==> config.mk <==
export PLATFORM = sky130hd
export DESIGN_NAME = led_mix_columns_serial
export DESIGN_NICKNAME = d
export VERILOG_FILES = /design/src/rtl/led_mix_columns_serial.sv
export SDC_FILE = /design/constraint.sdc
export NUM_CORES = 1
export LEC_CHECK = 0
export ABC_AREA = 1
export BUFFER_PORTS_ARGS = -buffer_cell sky130_fd_sc_hd__buf_2
export CAP_MARGIN = 10
export CORE_MARGIN = 4
export CORE_UTILIZATION = 52
export CTS_BUF_LIST = sky130_fd_sc_hd__clkbuf_4 sky130_fd_sc_hd__clkbuf_8
export CTS_CLUSTER_DIAMETER = 30
export DETAILED_ROUTE_END_ITERATION = 8
export PLACE_DENSITY = 0.77
export SYNTH_ARGS = -nofsm -noshare
export SYNTH_HDL_FRONTEND = slang
export SYNTH_SLANG_ARGS = --single-unit
==> constraint.sdc <==
create_clock -name clk -period 3.03 [get_ports clk]
set_input_delay 0.4545 -clock clk [delete_from_list [all_inputs] [get_ports clk]]
set_output_delay 0.4545 -clock clk [all_outputs]
set_load 0.02 [all_outputs]
==> src/rtl/led_mix_columns_serial.sv <==
// LED MixColumnsSerial: applies the serial matrix A once per clock, STEPS times,
// to all four columns of a 64-bit state (STEPS=4 gives M = A^4).
module led_mix_columns_serial #(
  parameter int STEPS = 4
) (
  input  logic        clk,
  input  logic        rst,
  input  logic        in_valid,
  output logic        in_ready,
  input  logic [63:0] state_in,
  output logic        out_valid,
  input  logic        out_ready,
  output logic [63:0] state_out,
  output logic [1:0]  state_dbg
);

  // Handshake: a transfer happens on a rising edge where valid and ready are both 1.
  // in_ready is high only in IDLE; out_valid is high only in DONE, with state_out
  // held stable until out_ready is seen. Both read 0 while rst is asserted.

  localparam int CNT_W = (STEPS > 1) ? $clog2(STEPS) : 1;

  typedef enum logic [1:0] {IDLE, RUN, DONE} state_t;

  state_t           state_q, state_d;
  logic [CNT_W-1:0] cnt_q;
  logic [63:0]      work_q;
  logic [63:0]      step_res;
  logic             last_step;

  // GF(2^4) doubling modulo x^4+x+1
  function automatic logic [3:0] dbl(input logic [3:0] x);
    return {x[2:0], 1'b0} ^ {2'b00, x[3], x[3]};
  endfunction

  // Nibble i sits at [63-4i -: 4], so row 0 occupies the top 16 bits.
  always_comb begin
    step_res = '0;
    for (int c = 0; c < 4; c++) begin
      step_res[63-4*c -: 4]      = work_q[63-4*(4+c) -: 4];
      step_res[63-4*(4+c) -: 4]  = work_q[63-4*(8+c) -: 4];
      step_res[63-4*(8+c) -: 4]  = work_q[63-4*(12+c) -: 4];
      step_res[63-4*(12+c) -: 4] = dbl(dbl(work_q[63-4*c -: 4]))
                                 ^ work_q[63-4*(4+c) -: 4]
                                 ^ dbl(work_q[63-4*(8+c) -: 4])
                                 ^ dbl(work_q[63-4*(12+c) -: 4]);
    end
  end

  assign last_step = (cnt_q == CNT_W'(STEPS - 1));

  always_comb begin
    state_d = state_q;
    case (state_q)
      IDLE:    if (in_valid)  state_d = RUN;
      RUN:     if (last_step) state_d = DONE;
      DONE:    if (out_ready) state_d = IDLE;
      default: state_d = IDLE;
    endcase
  end

  assign in_ready  = (state_q == IDLE) && !rst;
  assign out_valid = (state_q == DONE) && !rst;
  assign state_dbg = state_q;

  always_ff @(posedge clk) begin
    if (rst) begin
      state_q   <= IDLE;
      cnt_q     <= '0;
      work_q    <= '0;
      state_out <= '0;
    end else begin
      state_q <= state_d;
      case (state_q)
        IDLE: begin
          if (in_valid) begin
            work_q <= state_in;
            cnt_q  <= '0;
          end
        end
        RUN: begin
          work_q <= step_res;
          cnt_q  <= cnt_q + 1'b1;
          if (last_step) state_out <= step_res;
        end
        default: ;
      endcase
    end
  end

endmodule

== After elaboration in Yosys (flattened, before gate mapping) ==
Cells that the tools add are included.

* Register bits after elaboration: 132
* Bits in latches: 0
* Bits in writable memories: 0
* Memory bits (read-only): 0
* Memories kept: 0

* Add/subtract/negate cells: 1
* $mul: 0
* Div/mod/pow operators: 0
* Order comparisons: 0
* Equality and inequality tests: 6
* Shift operators: 0
* Multiplexer cells: 8
* Bitwise gates (word level): 28
* Reductions and logical operators: 8

{| class="wikitable"
|+ Operator list
! operator !! count
|-
| $pmux W64 S2 || 1
|-
| $mux W64 || 1
|-
| $xor A4 B2 Y4 || 16
|-
| $xor A4 B4 Y4 || 12
|-
| $mux W2 || 4
|-
| $ne A2 B2 Y1 const B || 3
|-
| $pmux W2 S3 || 1
|-
| $eq A2 B2 Y1 const B || 2
|-
| $pmux W2 S2 || 1
|-
| $reduce_and A2 Y1 || 2
|-
| $reduce_and A3 Y1 || 1
|-
| $add A2 B1 Y2 const B || 1
|-
| $eq A2 B1 Y1 const B || 1
|-
| $logic_and A1 B1 Y1 || 2
|-
| $logic_not A2 Y1 || 1
|-
| $reduce_bool A2 Y1 || 1
|-
| $logic_not A1 Y1 || 1
|}

== Longest topological paths before layout ==
Gate-level depths: netlist of the first run.

* Depth after elaboration: 6
* Mapped depth: 10
* Mapped depth without buffers: 9

== Worst setup path after synthesis of the first run ==
OpenSTA, ideal clock, no wires.

* Kind: input-to-output
* Start point: in rst
* End point: out out_valid
* Arrival: 1.270 ns
* Required time: 2.575 ns
* Slack: 1.306 ns
* Stages: 3
* Buffers on the path: 2
* Cell sequence: clkbuf_1 > clkbuf_1 > nor3_1

* Longest elaborated chain between the ends: 2

{| class="wikitable"
|+ Ends and longest elaborated chain
! what !! RTL line !! RTL
|-
| from (decl) || 7 || <nowiki>input logic rst,</nowiki>
|-
| $logic_not A1 Y1 || 63 || <nowiki>assign out_valid = (state_q == DONE) && !rst;</nowiki>
|-
| $logic_and A1 B1 Y1 || 63 ||
|-
| to (decl) || 11 || <nowiki>output logic out_valid,</nowiki>
|}

Every way passes these cells.

== Worst setup path after layout of the first run ==
* Start point: reg state_q[0], in the netlist state_dbg[0]
* End point: reg state_out[14]

* Longest elaborated chain between the ends: 2

{| class="wikitable"
|+ Ends and longest elaborated chain
! what !! RTL line !! RTL
|-
| from (decl) || 25 || <nowiki>state_t state_q, state_d;</nowiki>
|-
| from (signal assigned) || 73 || <nowiki>state_q <= state_d;</nowiki>
|-
| $eq A2 B1 Y1 || 74 || <nowiki>case (state_q)</nowiki>
|-
| $reduce_and A2 Y1 (no line) || - ||
|-
| to (signal assigned) || 84 || <nowiki>if (last_step) state_out <= step_res;</nowiki>
|-
| to (decl) || 13 || <nowiki>output logic [63:0] state_out,</nowiki>
|}

Every way passes these cells.
A chain may end at the register's enable or synchronous reset.

==> results.ini, run 1 <==
[status]
status = finished clean

[yosys]
synthAdderAreaFrac = 0.00203
synthXorXnorAreaFrac = 0.0399
synth_compound_area_frac = 0.213
synthMuxAreaShare = 0
ys_types = 27
synth_area_mm2 = 0.00615
netlist_instances = 899
synth.avg_cell_area_um2 = 6.84
synthSimpleGateAreaFrac = 0.200
ys_ff_latch = 132
syn_nets = 968
synth_top_family_by_area = compound AO/OA/AOI/OAI gates
yosysSeqAreaShare = 0.429
synth_warnings = 0

[sta]
fin_crit_sh = 0.675
tightest_slew_ns = 1.00
max_freq_mhz = 489
maxSlewViolCount = 0
skew_ns = 0.0101
hold_viol_final = 0
slew_headroom = 0.334
rsz0062_at_grt = false
finalSetupTns_ns = 0
setup_viol = 0
fin_crit_ns = 2.05

[clock_network]
hold_buffers = 0
root_buffer = clkbuf_8
post_cts_resized = 0
postCtsSetupRepairBufs = 0
htreeDepth = 4
cts_tree = yes
numCtsBuffers = 17
cts_sinks = 132
clockBufferDepth = 2
clk_pin_slew_ns = 0.07
insertion_delay_ns = 0.43

[placed_design]
port_buffers = 135
gp_congestion = 0.866
dp_hpwl_um = 12100
place_inst = 1131

[power]
power_density_mw_per_mm2 = 553
ir_worst_vdd_v = 0.000261
power.leakage_uw = 0.00365

[finish]
area_delta_synth_final_pct = 17.0
layout_common_cells = nand2_1, buf_2, dfxtp_1
antenna_cells = 0
nFillCells = 1101
stdcell_count = 1160
nets = 1076
layout-drive-gt1-share = 0.178
final_common_cell = nand2_1

[grt]
grt_pass1_wl_um = 27400
grt_max_degree = 81
antenna_found_initial = 0
grt_usage = 0.261
overflow = 0
first_global_vias = 5518

[floorplanning]
core_area_mm2 = 0.0115
initial_core_util = 0.534
die_h_um = 117
rows = 39
die_x_um = 117
ios = 136
dieArea_mm2 = 0.0136

[worst_setup_path]
crit_chain = inv_2 -> nor2_4 -> inv_2 -> nor2_4 -> buf_4 -> o21ai_0 -> o21bai_1 -> inv_1
path_class = reg -> reg
crit_arrival_ns = 2.42
endpoint_kind = flip-flop
slowest_stage = buf_4
crit_required_ns = 3.41
critPathMaxFanout = 70
start_kind = flip-flop
crit_path_max_incr_delay_ns = 0.55

[job]
cap_violations = 0

[drt]
final_antenna_net_count = 0
drc_errors = 0
drtPass1Iterations = 5
via_per_inst = 5.24
drt-initial-drc-count = 566
wl_um = 17500
vias = 6084
routedWlPerCell_um = 15.1

[worst_hold_path]
min_path_type = in -> reg

==> cells in the mapped netlist <==
cell type  instances  share of area
a21oi_1           88          0.072
a221oi_1           2         0.0028
a22oi_1           20          0.024
buf_1              3         0.0018
buf_2             11         0.0089
buf_4              1         0.0012
clkbuf_1          37          0.023
clkbuf_2           1        0.00081
dfxtp_1          132           0.43
ha_1               1         0.0020
inv_1            126          0.077
inv_2              5         0.0031
nand2_1          252           0.15
nand3_1           14          0.011
nand3b_1           4         0.0049
nor2_1            38          0.023
nor2_4             2         0.0037
nor3_1             3         0.0024
o21a_1             2         0.0024
o21ai_0          102          0.083
o21ai_1            1        0.00081
o21ai_2            1         0.0014
o21bai_1          11          0.013
o22ai_1           13          0.013
or2_2              1         0.0010
xnor2_1           20          0.028
xor2_1             8          0.011
==> final timing paths <==
path                                 endpoint     startpoint  slack, ns  cells past startpoint
worst min-delay path                work_q[6]    state_in[6]       0.34                      3
worst max register to register  state_out[14]   state_dbg[0]       0.98                      8
worst min register to register  state_out[58]  state_out[58]       0.46                      2
worst max-delay path            state_out[14]   state_dbg[0]       0.98                      8
==> report_power, final <==
group	switching [uW]	leakage, uW	total [uW]	internal, uW
sequential	127	0.00108	1940	1820
combinational	416	0.00239	657	241
clock	650	0.000188	1380	733
total	1190	0.00365	3980	2790
==> area by class of cell <==
type	instances	area (um2)	share of cell area
Multi-Input combinational cell	583	2800	0.389
Sequential cell	132	2640	0.367
Timing Repair Buffer	142	728	0.101
Inverter	131	492	0.0683
Clock buffer	24	305	0.0424
Tap cell	143	179	0.0248
Clock inverter	5	52.6	0.00730
==> metrics by stage <==
stage	setup slack, ns	instance area (um2)	hold WS [ns]	total power, uW	util
3_5_place_dp	0.986	6840	0.449	2630	0.594
2_1_floorplan	1.31	6150	0.429	2400	-
5_1_grt	0.680	7200	0.329	4170	0.625
6_report	0.985	7200	0.336	3980	0.625
4_1_cts	0.965	7200	0.318	3980	0.625
3_3_place_gp	1.03	6840	0.446	2610	0.594
==> sequential cells by signal (all words and copies together) (netlist names) <==
register / cells
state_out: 64
work_q: 64
cnt_q: 2
state_dbg: 2
==> layer usage <==
| layer | routed length, um | vias to the layer above | global-route usage |
|---|---|---|---|
| met5 | 0 | - | 0 |
| met4 | 399 | 0 | 0.0917 |
| met3 | 1380 | 39 | 0.0442 |
| met2 | 7770 | 255 | 0.411 |
| met1 | 7910 | 2739 | 0.362 |
| li1 | - | 3051 | - |
==> critical path: cells and delay by family, from the launching register on <==
kind | cells | cell delay, ns
compound gates | 2 | 0.38
buf+inv | 4 | 0.92
flops | 1 | 0.44
simple gates | 2 | 0.25
==> cell families after synthesis <==
logic type                 after synthesis
and+or+nand+nor                        314
AOI/OAI and AO/OA                      240
adders and majority gates                1
DFF                                    132
xor gates and xnor gates                28
buffers and inverters                  184
No activity file was read; power rests on OpenSTA's default activity.
==> inputs of run 2 (changes only) <==
--- a/config.mk
+++ b/config.mk
@@ -5,7 +5,7 @@
 export SDC_FILE = /design/constraint.sdc
 export NUM_CORES = 1
 export LEC_CHECK = 0
-export ABC_AREA = 1
+export ABC_AREA = 0
 export BUFFER_PORTS_ARGS = -buffer_cell sky130_fd_sc_hd__buf_2
 export CAP_MARGIN = 10
 export CORE_MARGIN = 4
==> constraint.sdc (replaced) <==
create_clock -name clk -period 2 [get_ports clk]
set_input_delay 0.3 -clock clk [delete_from_list [all_inputs] [get_ports clk]]
set_output_delay 0.3 -clock clk [all_outputs]
set_load 0.02 [all_outputs]
==> run 2 against run 1 <==
Net effect:
- largest power group unchanged
- global-route usage grew 1.3 points
- first-iteration DRC count grew 4.2%
- synthesized cell count shrank 16%
- non-clock buffer count up 13
- critical path type is now reg -> out
- largest cell class unchanged
- sequential cell count unchanged
- clock skew barely moved
==> results.ini, run 2 <==
[status]
status = finished clean

[grt]
grt_pass1_wl_um = 28200
antenna_found_initial = 0
overflow = 0
grt_usage = 0.273
first_global_vias = 5370
grt_max_degree = 64

[drt]
drc_errors = 0
wl_um = 18000
vias = 5677
via_per_inst = 5.59
drt-initial-drc-count = 590
routedWlPerCell_um = 17.7
drtPass1Iterations = 5
final_antenna_net_count = 0

[sta]
skew_ns = 0.0103
fin_hold_ws_ns = 0.166
fin_ws_ns = 0.132
setup_viol = 0
fin_crit_ns = 1.87
max_freq_mhz = 535
fin_crit_sh = 0.934
maxSlewViolCount = 0
slew_headroom = 0.600
hold_viol_final = 0
finalSetupTns_ns = 0
tightest_slew_ns = 0.600
rsz0062_at_grt = false

[yosys]
yosysTopAreaCell = dfxtp_1
syn_nets = 821
ys_ff_latch = 132
yosysMostFrequentCell = nor2_1
yosysSeqAreaShare = 0.443
synth_area_mm2 = 0.00597
synth.area.top_cells = dfxtp_1, nor2_1, nand2_1
synth_edf_count = 0
async_flop_share = 0
synth_top_area_frac = 0.443
synth_warnings = 0
netlist_instances = 752
synth.avg_cell_area_um2 = 7.93
synth_flop_cell = dfxtp_1
synth_common_cells = nor2_1, dfxtp_1, nand2_1, a21oi_1, nor3_1
ys_types = 32

[power]
pwr-share-comb = 0.198
pwr-share-clk = 0.331
power.leakage_uw = 0.00315
p_switching_uw = 1830
power_uw = 6350
ir_worst_vdd_v = 0.000472
seqPwrFrac = 0.472
swShare = 0.289
power_density_mw_per_mm2 = 898
power.internal_uw = 4520

[worst_setup_path]
crit_path_max_incr_delay_ns = 0.48
slowest_stage = dfxtp_2
crit_arrival_ns = 1.57
crit_chain = buf_4 -> nor3b_1 -> buf_2
start_kind = flip-flop
critPathMaxFanout = 32
path_class = reg -> out
cpLargestDelayFamily = buffers and inverters
crit_required_ns = 1.70
endpoint_kind = primary output
critPathBufInv = 2

[finish]
antenna_cells = 0
nFillCells = 977
area_delta_synth_final_pct = 18.6
nets = 934
multi_input_area_mm2 = 0.00297
layout_common_cells = nor2_1, buf_2, dfxtp_1
stdcell_count = 1015
final_common_cell = nor2_1
layout-drive-gt1-share = 0.223
seq_area_mm2 = 0.00265
reg_top3 = state_out x64, work_q x64

[floorplanning]
initial_core_util = 0.541
ios = 136
core_area_mm2 = 0.0110
dieArea_mm2 = 0.0133
rows = 38
die_x_um = 115
die_h_um = 115

[clock_network]
hold_buffers = 0
clk_pin_slew_ns = 0.07
numCtsBuffers = 17
htreeDepth = 4
clockBufferDepth = 2
root_buffer = clkbuf_8
cts_tree = yes
insertion_delay_ns = 0.43
cts_sinks = 132

[placed_design]
dp_hpwl_um = 12800
dp_slack_ns = 0.303
place_inst = 986
port_buffers = 135
gp_congestion = 0.875

[job]
cap_violations = 0

[worst_hold_path]
min_path_type = in -> reg

==> run 2: cell types whose count changed after synthesis, moves of 14 or more <==
cell | previous run | this run
buf_2 | 11 | 26
a21oi_1 | 88 | 72
nor3_1 | 3 | 53
nor2_1 | 38 | 164
o21ai_0 | 102 | 12
a2bb2oi_1 | 0 | 45
nand2_1 | 252 | 118
nand3_1 | 14 | 0
a22oi_1 | 20 | 1
inv_1 | 126 | 7
clkbuf_1 | 37 | 19
==> run 2: power by group through the flow <==
stage               Sequential (uW)  Clock, uW  Combinational (uW)
global placement               3040          0                1220
detailed placement             3040          0                1230
global route                   3000       2240                1360
finish                         2990       2100                1260
floorplan                      2960          0                 905
CTS                            2980       2130                1240
==> run 2: stage by stage <==
stage / utilization / cell area, um2
5_1_grt: 0.641 / 7070
3_3_place_gp: 0.608 / 6700
3_5_place_dp: 0.608 / 6700
2_1_floorplan: - / 5970
6_report: 0.641 / 7070
4_1_cts: 0.641 / 7070
==> run 2: timing repair <==
| action | CTS | global route |
|---|---|---|
| resized for setup | 0 | 1 |
| buffers inserted | 0 | 0 |
| setup endpoints to repair | 0 | 1 |
==> run 2: logic make-up after synthesis <==
kind of cell	after synthesis	share of synthesized area
AOI/OAI and AO/OA	149	0.161
DFF	132	0.443
and+or+nand+nor	353	0.245
xor gates and xnor gates	48	0.0889
adders and majority gates	1	0.00210
buffers and inverters	69	0.0602
==> run 2: path summary, 6_finish.rpt <==
path,startpoint,to,slack (ns),cells past startpoint
worst min register to register,state_out[35],state_out[35],0.45,2
worst min-delay path,out_ready,state_dbg[1],0.17,4
worst max-delay path,state_dbg[0],out_valid,0.13,3
worst max register to register,state_dbg[0],state_out[5],0.30,5
==> run 2: area by class of cell <==
cell class	instances	area share
well taps	140	0.0248
repair buffers	155	0.125
flip-flops and latches	132	0.374
clock buffers	24	0.0449
inverters	8	0.00425
multi-input cells	551	0.420
clock inverters	5	0.00708
==> run 2: worst register-to-register path: cells and delay by family (launching register included) <==
| kind | cells | cell delay, ns |
|---|---|---|
| AO/OA/AOI/OAI | 1 | 0.22 |
| AND/OR/NAND/NOR | 3 | 0.67 |
| buffers and inverters | 1 | 0.25 |
| flip-flops | 1 | 0.48 |
==> run 2: routing by layer <==
layer	routed length, um	vias up	global-route usage
met4	318	0	0.0829
met1	7710	2661	0.375
li1	-	2731	-
met2	8420	258	0.431
met5	0	-	0
met3	1530	27	0.0616
